### config.mk
export PLATFORM = sky130hd
export DESIGN_NAME = regsr_cmd_ctrl
export DESIGN_NICKNAME = d
export VERILOG_FILES = /design/src/rtl/regsr_pkg.sv /design/src/rtl/regsr_expect.sv /design/src/rtl/regsr_cmd_ctrl.sv
export SDC_FILE = /design/constraint.sdc
export NUM_CORES = 1
export LEC_CHECK = 0
export CORE_AREA = 2 2 344 346
export DETAILED_ROUTE_END_ITERATION = 12
export DIE_AREA = 0 0 346 348
export SKIP_LAST_GASP = 1
export SLEW_MARGIN = 10
export SYNTH_ARGS = -nofsm -noshare
export SYNTH_HDL_FRONTEND = slang
export SYNTH_SLANG_ARGS = --single-unit
### constraint.sdc
create_clock -name clk -period 6.5 [get_ports clk]
set_input_delay 1.95 -clock clk [delete_from_list [all_inputs] [get_ports clk]]
set_output_delay 1.95 -clock clk [all_outputs]
set_load 0.005 [all_outputs]
### src/rtl/regsr_pkg.sv
// Shared types and defaults for the set/reset register bank command controller.
package regsr_pkg;

    localparam int DEF_NUM_REGS = 8;
    localparam int DEF_WIDTH    = 32;

    // Command opcodes as they appear on cmd_op.
    typedef enum logic [1:0] {
        OP_READ  = 2'b00,
        OP_WRITE = 2'b01,
        OP_SET   = 2'b10,
        OP_CLEAR = 2'b11
    } op_t;

    // Controller sequence: accept, strobe, let the bank settle, respond.
    typedef enum logic [1:0] {
        IDLE   = 2'b00,
        DRIVE  = 2'b01,
        SETTLE = 2'b10,
        RESP   = 2'b11
    } state_t;

endpackage

### src/rtl/regsr_expect.sv
// regsr_expect: value a register should hold after a command is applied to
// its previous contents. Purely combinational.
module regsr_expect
    import regsr_pkg::*;
#(
    parameter int WIDTH = DEF_WIDTH
) (
    input  logic [1:0]       op_i,
    input  logic [WIDTH-1:0] old_i,
    input  logic [WIDTH-1:0] wdata_i,
    output logic [WIDTH-1:0] expect_o
);

    // Apply the opcode to the old value; READ leaves it unchanged.
    always_comb begin
        // NOTE: the output gets a default before the case so no path leaves it unassigned (no latch).
        expect_o = old_i;
        case (op_t'(op_i))
            OP_WRITE: expect_o = wdata_i;
            OP_SET:   expect_o = old_i | wdata_i;
            OP_CLEAR: expect_o = old_i & ~wdata_i;
            default:  expect_o = old_i;
        endcase
    end

endmodule

### src/rtl/regsr_cmd_ctrl.sv
// regsr_cmd_ctrl: command-side controller for the set/reset register bank.
// Accepts one READ/WRITE/SET_BITS/CLEAR_BITS command at a time, drives a
// single-cycle strobe into the addressed register, waits for the bank to
// settle, then returns the readback value and a mismatch flag.
module regsr_cmd_ctrl
    import regsr_pkg::*;
#(
    parameter int NUM_REGS      = DEF_NUM_REGS,
    parameter int WIDTH         = DEF_WIDTH,
    parameter int SETTLE_CYCLES = 1,
    localparam int AW = (NUM_REGS > 1) ? $clog2(NUM_REGS) : 1
) (
    input  logic                      clk,
    input  logic                      global_reset,
    // command channel
    input  logic                      cmd_valid,
    output logic                      cmd_ready,
    input  logic [1:0]                cmd_op,
    input  logic [AW-1:0]             cmd_addr,
    input  logic [WIDTH-1:0]          cmd_wdata,
    // response channel
    output logic                      rsp_valid,
    input  logic                      rsp_ready,
    output logic [WIDTH-1:0]          rsp_rdata,
    output logic                      rsp_err,
    // register bank interface
    output logic [WIDTH-1:0]          reg_data,
    output logic [NUM_REGS-1:0]       reg_we,
    output logic [NUM_REGS*WIDTH-1:0] reg_set,
    output logic [NUM_REGS*WIDTH-1:0] reg_reset,
    input  logic [NUM_REGS*WIDTH-1:0] reg_out
);

    localparam int CW = (SETTLE_CYCLES > 1) ? $clog2(SETTLE_CYCLES) : 1;

    // Latched command and bookkeeping
    state_t                    state_q;
    op_t                       op_q;
    logic [AW-1:0]             addr_q;
    logic [WIDTH-1:0]          wdata_q;
    logic [WIDTH-1:0]          old_q;
    logic                      addr_ok_q;
    logic [CW-1:0]             settle_cnt_q;

    // Registered outputs
    logic                      rsp_valid_q;
    logic [WIDTH-1:0]          rsp_rdata_q;
    logic                      rsp_err_q;
    logic [WIDTH-1:0]          reg_data_q;
    logic [NUM_REGS-1:0]       reg_we_q;
    logic [NUM_REGS*WIDTH-1:0] reg_set_q;
    logic [NUM_REGS*WIDTH-1:0] reg_reset_q;

    // Strobe values loaded at command acceptance, shown in the DRIVE cycle
    logic [WIDTH-1:0]          reg_data_d;
    logic [NUM_REGS-1:0]       reg_we_d;
    logic [NUM_REGS*WIDTH-1:0] reg_set_d;
    logic [NUM_REGS*WIDTH-1:0] reg_reset_d;

    // Bank words selected by the incoming and the latched address
    logic [WIDTH-1:0]          cmd_word;
    logic [WIDTH-1:0]          rb_word;
    logic                      cmd_addr_ok;
    logic [WIDTH-1:0]          expect_val;
    op_t                       cmd_op_e;

    assign cmd_op_e    = op_t'(cmd_op);
    assign cmd_addr_ok = ({1'b0, cmd_addr} < (AW + 1)'(NUM_REGS));

    // Word muxes and next strobe pattern; out-of-range addresses select nothing.
    always_comb begin
        cmd_word    = '0;
        rb_word     = '0;
        reg_we_d    = '0;
        reg_set_d   = '0;
        reg_reset_d = '0;
        reg_data_d  = (cmd_addr_ok && cmd_op_e == OP_WRITE) ? cmd_wdata : '0;
        for (int i = 0; i < NUM_REGS; i++) begin
            if (cmd_addr == AW'(i)) begin
                cmd_word    = reg_out[i*WIDTH +: WIDTH];
                reg_we_d[i] = (cmd_op_e == OP_WRITE);
                if (cmd_op_e == OP_SET)   reg_set_d[i*WIDTH +: WIDTH]   = cmd_wdata;
                if (cmd_op_e == OP_CLEAR) reg_reset_d[i*WIDTH +: WIDTH] = cmd_wdata;
            end
            if (addr_q == AW'(i)) begin
                rb_word = reg_out[i*WIDTH +: WIDTH];
            end
        end
    end

    regsr_expect #(
        .WIDTH (WIDTH)
    ) u_expect (
        .op_i     (op_q),
        .old_i    (old_q),
        .wdata_i  (wdata_q),
        .expect_o (expect_val)
    );

    // Command sequencer with all outputs registered; reset drops every strobe at once.
    always_ff @(posedge clk or negedge global_reset) begin
        // NOTE: sequential state uses non-blocking assignments so every register samples pre-edge values.
        if (!global_reset) begin
            state_q      <= IDLE;
            op_q         <= OP_READ;
            addr_q       <= '0;
            wdata_q      <= '0;
            old_q        <= '0;
            addr_ok_q    <= 1'b0;
            settle_cnt_q <= '0;
            rsp_valid_q  <= 1'b0;
            rsp_rdata_q  <= '0;
            rsp_err_q    <= 1'b0;
            reg_data_q   <= '0;
            reg_we_q     <= '0;
            reg_set_q    <= '0;
            reg_reset_q  <= '0;
        end else begin
            case (state_q)
                IDLE: begin
                    if (cmd_valid) begin
                        op_q        <= cmd_op_e;
                        addr_q      <= cmd_addr;
                        wdata_q     <= cmd_wdata;
                        old_q       <= cmd_word;
                        addr_ok_q   <= cmd_addr_ok;
                        reg_data_q  <= reg_data_d;
                        reg_we_q    <= cmd_addr_ok ? reg_we_d    : '0;
                        reg_set_q   <= cmd_addr_ok ? reg_set_d   : '0;
                        reg_reset_q <= cmd_addr_ok ? reg_reset_d : '0;
                        state_q     <= DRIVE;
                    end
                end
                DRIVE: begin
                    reg_data_q   <= '0;
                    reg_we_q     <= '0;
                    reg_set_q    <= '0;
                    reg_reset_q  <= '0;
                    settle_cnt_q <= '0;
                    state_q      <= SETTLE;
                end
                SETTLE: begin
                    if (settle_cnt_q == CW'(SETTLE_CYCLES - 1)) begin
                        rsp_rdata_q <= addr_ok_q ? rb_word : '0;
                        rsp_err_q   <= !addr_ok_q ||
                                       ((op_q != OP_READ) && (rb_word != expect_val));
                        rsp_valid_q <= 1'b1;
                        state_q     <= RESP;
                    end else begin
                        settle_cnt_q <= settle_cnt_q + 1'b1;
                    end
                end
                RESP: begin
                    if (rsp_ready) begin
                        rsp_valid_q <= 1'b0;
                        state_q     <= IDLE;
                    end
                end
                default: state_q <= IDLE;
            endcase
        end
    end

    assign cmd_ready = (state_q == IDLE);
    assign rsp_valid = rsp_valid_q;
    assign rsp_rdata = rsp_rdata_q;
    assign rsp_err   = rsp_err_q;
    assign reg_data  = reg_data_q;
    assign reg_we    = reg_we_q;
    assign reg_set   = reg_set_q;
    assign reg_reset = reg_reset_q;

endmodule

Word level (Yosys, flattened, before mapping)

Cells that the tools add are included.

Output and inout bits: 587
Bits of input ports: 297
Flip-flop bits (word level): 659
Word-level logic and storage cells: 123

$add $sub $neg: 1
Muxes and demuxes: 62
Reduce and logical (&&, ||, !) cells: 15
Bitwise operators: 4
Equality and inequality tests: 27

Operator list:

| kind                                                             | count |
|---|---|
| 32-bit two-way mux                                               | 37 |
| 256-bit case mux with 2 select lines                             | 2 |
| 256-bit two-way mux                                              | 2 |
| 32-bit case mux with 3 select lines                              | 1 |
| 32-bit case mux with 2 select lines                              | 1 |
| 32-bit bitwise AND                                               | 1 |
| 32-bit inequality test                                           | 1 |
| 32-bit NOT                                                       | 1 |
| 32-bit bitwise OR                                                | 1 |
| 3-bit == test (second input constant)                            | 8 |
| 8-bit case mux with 2 select lines                               | 1 |
| 2-bit == test (second input constant)                            | 6 |
| 3-bit by 2-bit == test with 1-bit output (second input constant) | 4 |
| 1-bit two-way mux                                                | 11 |
| 8-bit two-way mux                                                | 1 |
| 2-bit case mux with 4 select lines                               | 1 |
| 2-bit nonzero test                                               | 4 |
| 2-bit by 1-bit == test with 1-bit output (second input constant) | 3 |
| 3-bit by 1-bit == test with 1-bit output (second input constant) | 2 |
| 3-bit zero test                                                  | 2 |
| 2-bit two-way mux                                                | 3 |
| 2-bit inequality test (second input constant)                    | 3 |
| 2-bit AND reduction                                              | 3 |
| 3-bit AND reduction                                              | 2 |
| 7 further kinds                                                  | 8 |

Logic depth before layout (Yosys ltp)

Depth in word-level cells: 12
Gate-level depth with buffers: 12

Cells and area by module

From an unflattened synthesis, not the netlist that was laid out.

Cell total of the unflattened synthesis: 2299
Area, all modules: 29106.7 µm²

By module, submodules not included:

| module         | times used | cells an instance | area an instance (µm²) |
|---|---|---|---|
| regsr_cmd_ctrl | 1          | 2157              | 28178.3 |
| regsr_expect   | 1          | 142               | 928.4 |

Worst setup path before layout

No wires, ideal clock.

Path kind: input to register
Start point: input port reg_out[210]
End point: register rsp_err_q (netlist: rsp_err)
Cell stages on the path: 8
Arrival: 3.600 ns
Library setup time: 0.129 ns
Path buffers: 0
Slack: 2.771 ns
Path through: mux2_2 > o221ai_1 > o221a_2 > or3_1 > o2111ai_1 > or4_1 > nor4_1 > a21oi_1

Cells in the longest elaborated chain, start to end: 5

Ends and longest elaborated chain:

| what                            | line                  | RTL |
|---|---|---|
| from (decl)                     | regsr_cmd_ctrl.sv:31  | `input logic [NUM_REGS*WIDTH-1:0] reg_out` |
| 32-bit two-way mux (2 in a row) | regsr_cmd_ctrl.sv:85  | `if (addr_q == AW'(i)) begin` |
| 32-bit inequality test          | regsr_cmd_ctrl.sv:146 | `((op_q != OP_READ) && (rb_word != expect_val));` |
| 1-bit logical AND               | regsr_cmd_ctrl.sv:146 |  |
| 1-bit logical OR                | regsr_cmd_ctrl.sv:145 | `rsp_err_q <= !addr_ok_q \|\|` |
| to (signal assigned)            | regsr_cmd_ctrl.sv:145 |  |
| to (decl)                       | regsr_cmd_ctrl.sv:48  | `logic rsp_err_q;` |

Every way passes these cells.
A chain may end at the register's enable or synchronous reset.

Final worst setup path

Start point: input port cmd_valid
End point: register reg_set_q[11] (netlist: reg_set[11])

Cells in the longest elaborated chain, start to end: 2

Ends and longest elaborated chain:

| what                            | line                  | RTL |
|---|---|---|
| from (decl)                     | regsr_cmd_ctrl.sv:16  | `input logic cmd_valid,` |
| 2-bit inequality test (no line) | --                    |  |
| 2-bit AND reduction (no line)   | --                    |  |
| to (signal assigned)            | regsr_cmd_ctrl.sv:129 | `reg_set_q <= cmd_addr_ok ? reg_set_d : '0;` |
| to (decl)                       | regsr_cmd_ctrl.sv:51  | `logic [NUM_REGS*WIDTH-1:0] reg_set_q;` |

Every way passes these cells.

==> results.yml <==
status:
  outcome: "finished, final reports clean"
global_route:
  grt_pass1_vias: 25300
  grtUsageTotal_pct: 23.0
  antenna_found_initial: 17
  grt_max_degree: 103
  overflow: 0
  grt_pass1_wl_um: 201000
cells_and_area:
  final_common_cell: "clkdlybuf4s50_1"
  finalNonFillerCells: 4754
  drive_gt1_share_pct: 12.8
  area_growth_pct: 44.5
  final_cell_mix: "clkdlybuf4s50_1, dfrtp_1, a22o_1"
  fin_nets: 3457
critical_path:
  critPathLaunchType: "input port"
  cp-startpoint: "cmd_valid"
  slowest_stage: "nor4_2"
  crit_top_cell: "buf_4"
  cp.arrival_ns: 4.72
  path_class: "input port to register"
  crit_path_max_incr_delay_ns: 0.63
  end_kind: "register"
  crit_chain: "clkdlybuf4s50_1, nand2_4, nor2_1, nand3b_1, buf_4, nor4_2, buf_4, a22o_1"
  rr_startpoint: "addr_q[0]"
  critPathRequiredTime_ns: 7.08
  critPathMaxFanout: 32
place:
  dp_hpwl_um: 97400
  placed_cells: 4614
  io_buffers: 883
  place.gp.congestion: 0.975
clocking:
  post-cts-setup-buffer-count: 0
  cts_tree: "built"
  cts_sinks: 658
  clockBufferDepth: 3
  post_cts_resized: 0
  clk_pin_slew_ns: 0.06
  htreeDepth: 3
  cts_root_buf: "clkbuf_16"
  cts_hold_buf: 0
  cts_buffers: 76
  insertion_delay_ns: 0.67
die:
  die_x_um: 346
  fp-row-count: 126
  core-area_sq_um: 117000
  die_y_um: 348
  design.die.area_sq_um: 120000
  pin_count: 884
  start_util_pct: 24.9
yosys:
  synth_nets: 2693
  syn-instance-count: 2392
  synth-async-reset-ratio_pct: 100
  synth_edf_count: 0
  synth.distinct_cells: 66
  ys_warn_count: 0
  yosysSeqAreaShare_pct: 56.6
  syn_area_sq_um: 29100
  avgSynthCellArea_sq_um: 12.2
  ys_seq_elements: 658
  synth-main-ff-cell: "dfrtp_1"
route:
  final_antenna_net_count: 0
  routed_wl_um: 143000
  drcViolationCount: 0
  drt_first_iter_violations: 2368
  wl_per_cell_um: 30.1
  drt-pass1-iter-count: 5
  vias: 25400
  routed_via_density: 5.34
hold_path:
  worstHoldStart: "reg_we[6]"
  hold_path.class: "register to register"
timing:
  hold_viol_final: 0
  setup_viol: 0
  tightest_slew_ns: 1.11
  layout_min_cycle_time_ns: 4.15
  finClkSkew_ns: 0.0493
  period_share_pct: 63.8
  fmax_mhz: 241
  rsz0062_at_grt: "no"
  drv_slew: 0
  tns_ns: 0
  maxSlewHeadroom_pct: 25.6
pwr:
  p_leak_nw: 18.1
  p_per_area_nw_per_um2: 350
  ir_drop_v: 0.000254
job:
  drv_cap: 0
## state kept, by name, indices dropped and copies added (netlist names)
name	count
reg_data	32
rsp_err	1
reg_set	256
rsp_rdata	32
old_q	32
addr_ok_q	1
state_q	2
wdata_q	32
reg_reset	256
addr_q	3
op_q	2
reg_we	8
rsp_valid	1
## metal layers
metal  track usage, %  share of wire [%]
met5                0              0.019
met4             9.69                4.2
met3             5.93                8.0
met2             35.8                 45
met1             30.4                 42
## synth_stat cells (16+ instances only)
| library cell | count | area [sq um] |
|---|---|---|
| mux2_2 | 122 | 1370 |
| mux2i_1 | 81 | 811 |
| nand2_1 | 96 | 360 |
| nand2b_1 | 16 | 100 |
| o21ai_0 | 113 | 566 |
| a21oi_1 | 64 | 320 |
| o22a_1 | 25 | 219 |
| dfrtp_1 | 658 | 16500 |
| mux4_2 | 25 | 563 |
| o22ai_1 | 53 | 332 |
| buf_2 | 23 | 115 |
| clkbuf_1 | 191 | 717 |
| buf_1 | 47 | 176 |
| a22o_1 | 551 | 4830 |
| inv_1 | 45 | 169 |
| nor2_1 | 66 | 248 |
| o221ai_1 | 20 | 175 |
## logic make-up (layout without fill, tap and decap cells)
group / after synthesis / count (layout) / synth area share (%)
compound gates: 903 / 903 / 24.5
buf+inv: 317 / 1136 / 4.34
mux: 233 / 233 / 9.69
other cells: 0 / 7 / 0
fa+ha+maj: 4 / 4 / 0.172
simple gates: 254 / 254 / 4.02
xor+xnor: 23 / 23 / 0.692
flops: 658 / 658 / 56.6
## where the power goes
group          internal (W)  switching (W)
combinational       0.00206        0.00320
sequential          0.00455       0.000481
clock               0.00254        0.00189
total               0.00916        0.00557
## critical path, delay by kind of cell
kind                   cells  cell delay (ns)
buffers and inverters      3             1.42
and+or+nand+nor            4             1.09
AOI/OAI and AO/OA          1             0.21
## final cells by class
class,count,area [sq um]
multi-input combinational,1417,11500
tap,1536,1920
timing repair buffer,955,9390
clock buffer,103,2170
fill,11500,74900
sequential,658,16500
inverter,48,180
antenna,7,17.5
clock inverter,30,387
## through the flow
stage / worst slack [ns] / utilization, % / hold slack, ns / instance area (sq um) / total power [W]
3_3_place_gp: 1.82 / 33.7 / 0.467 / 39400 / 0.0102
3_5_place_dp: 1.84 / 33.7 / 0.480 / 39500 / 0.0103
5_1_grt: 2.37 / 35.9 / 0.513 / 42000 / 0.0154
2_1_floorplan: 2.77 / - / 0.450 / 29100 / 0.00798
6_report: 2.35 / 35.9 / 0.485 / 42000 / 0.0147
4_1_cts: 2.44 / 35.9 / 0.492 / 42000 / 0.0148
## worst paths after layout
kind | end | slack [ns] | cells after the start
setup / recovery | reg_set[11] | 2.35 | 8
hold / removal | reg_we[6] | 0.49 | 2
setup reg to reg | rsp_err | 2.70 | 9
hold reg to reg | reg_we[6] | 0.49 | 2
max in group asynchronous | reg_set[212] | 3.84 | 3
min in group asynchronous | reg_set[218] | 1.32 | 1
Note: power is estimated with default switching activity, not from simulation.
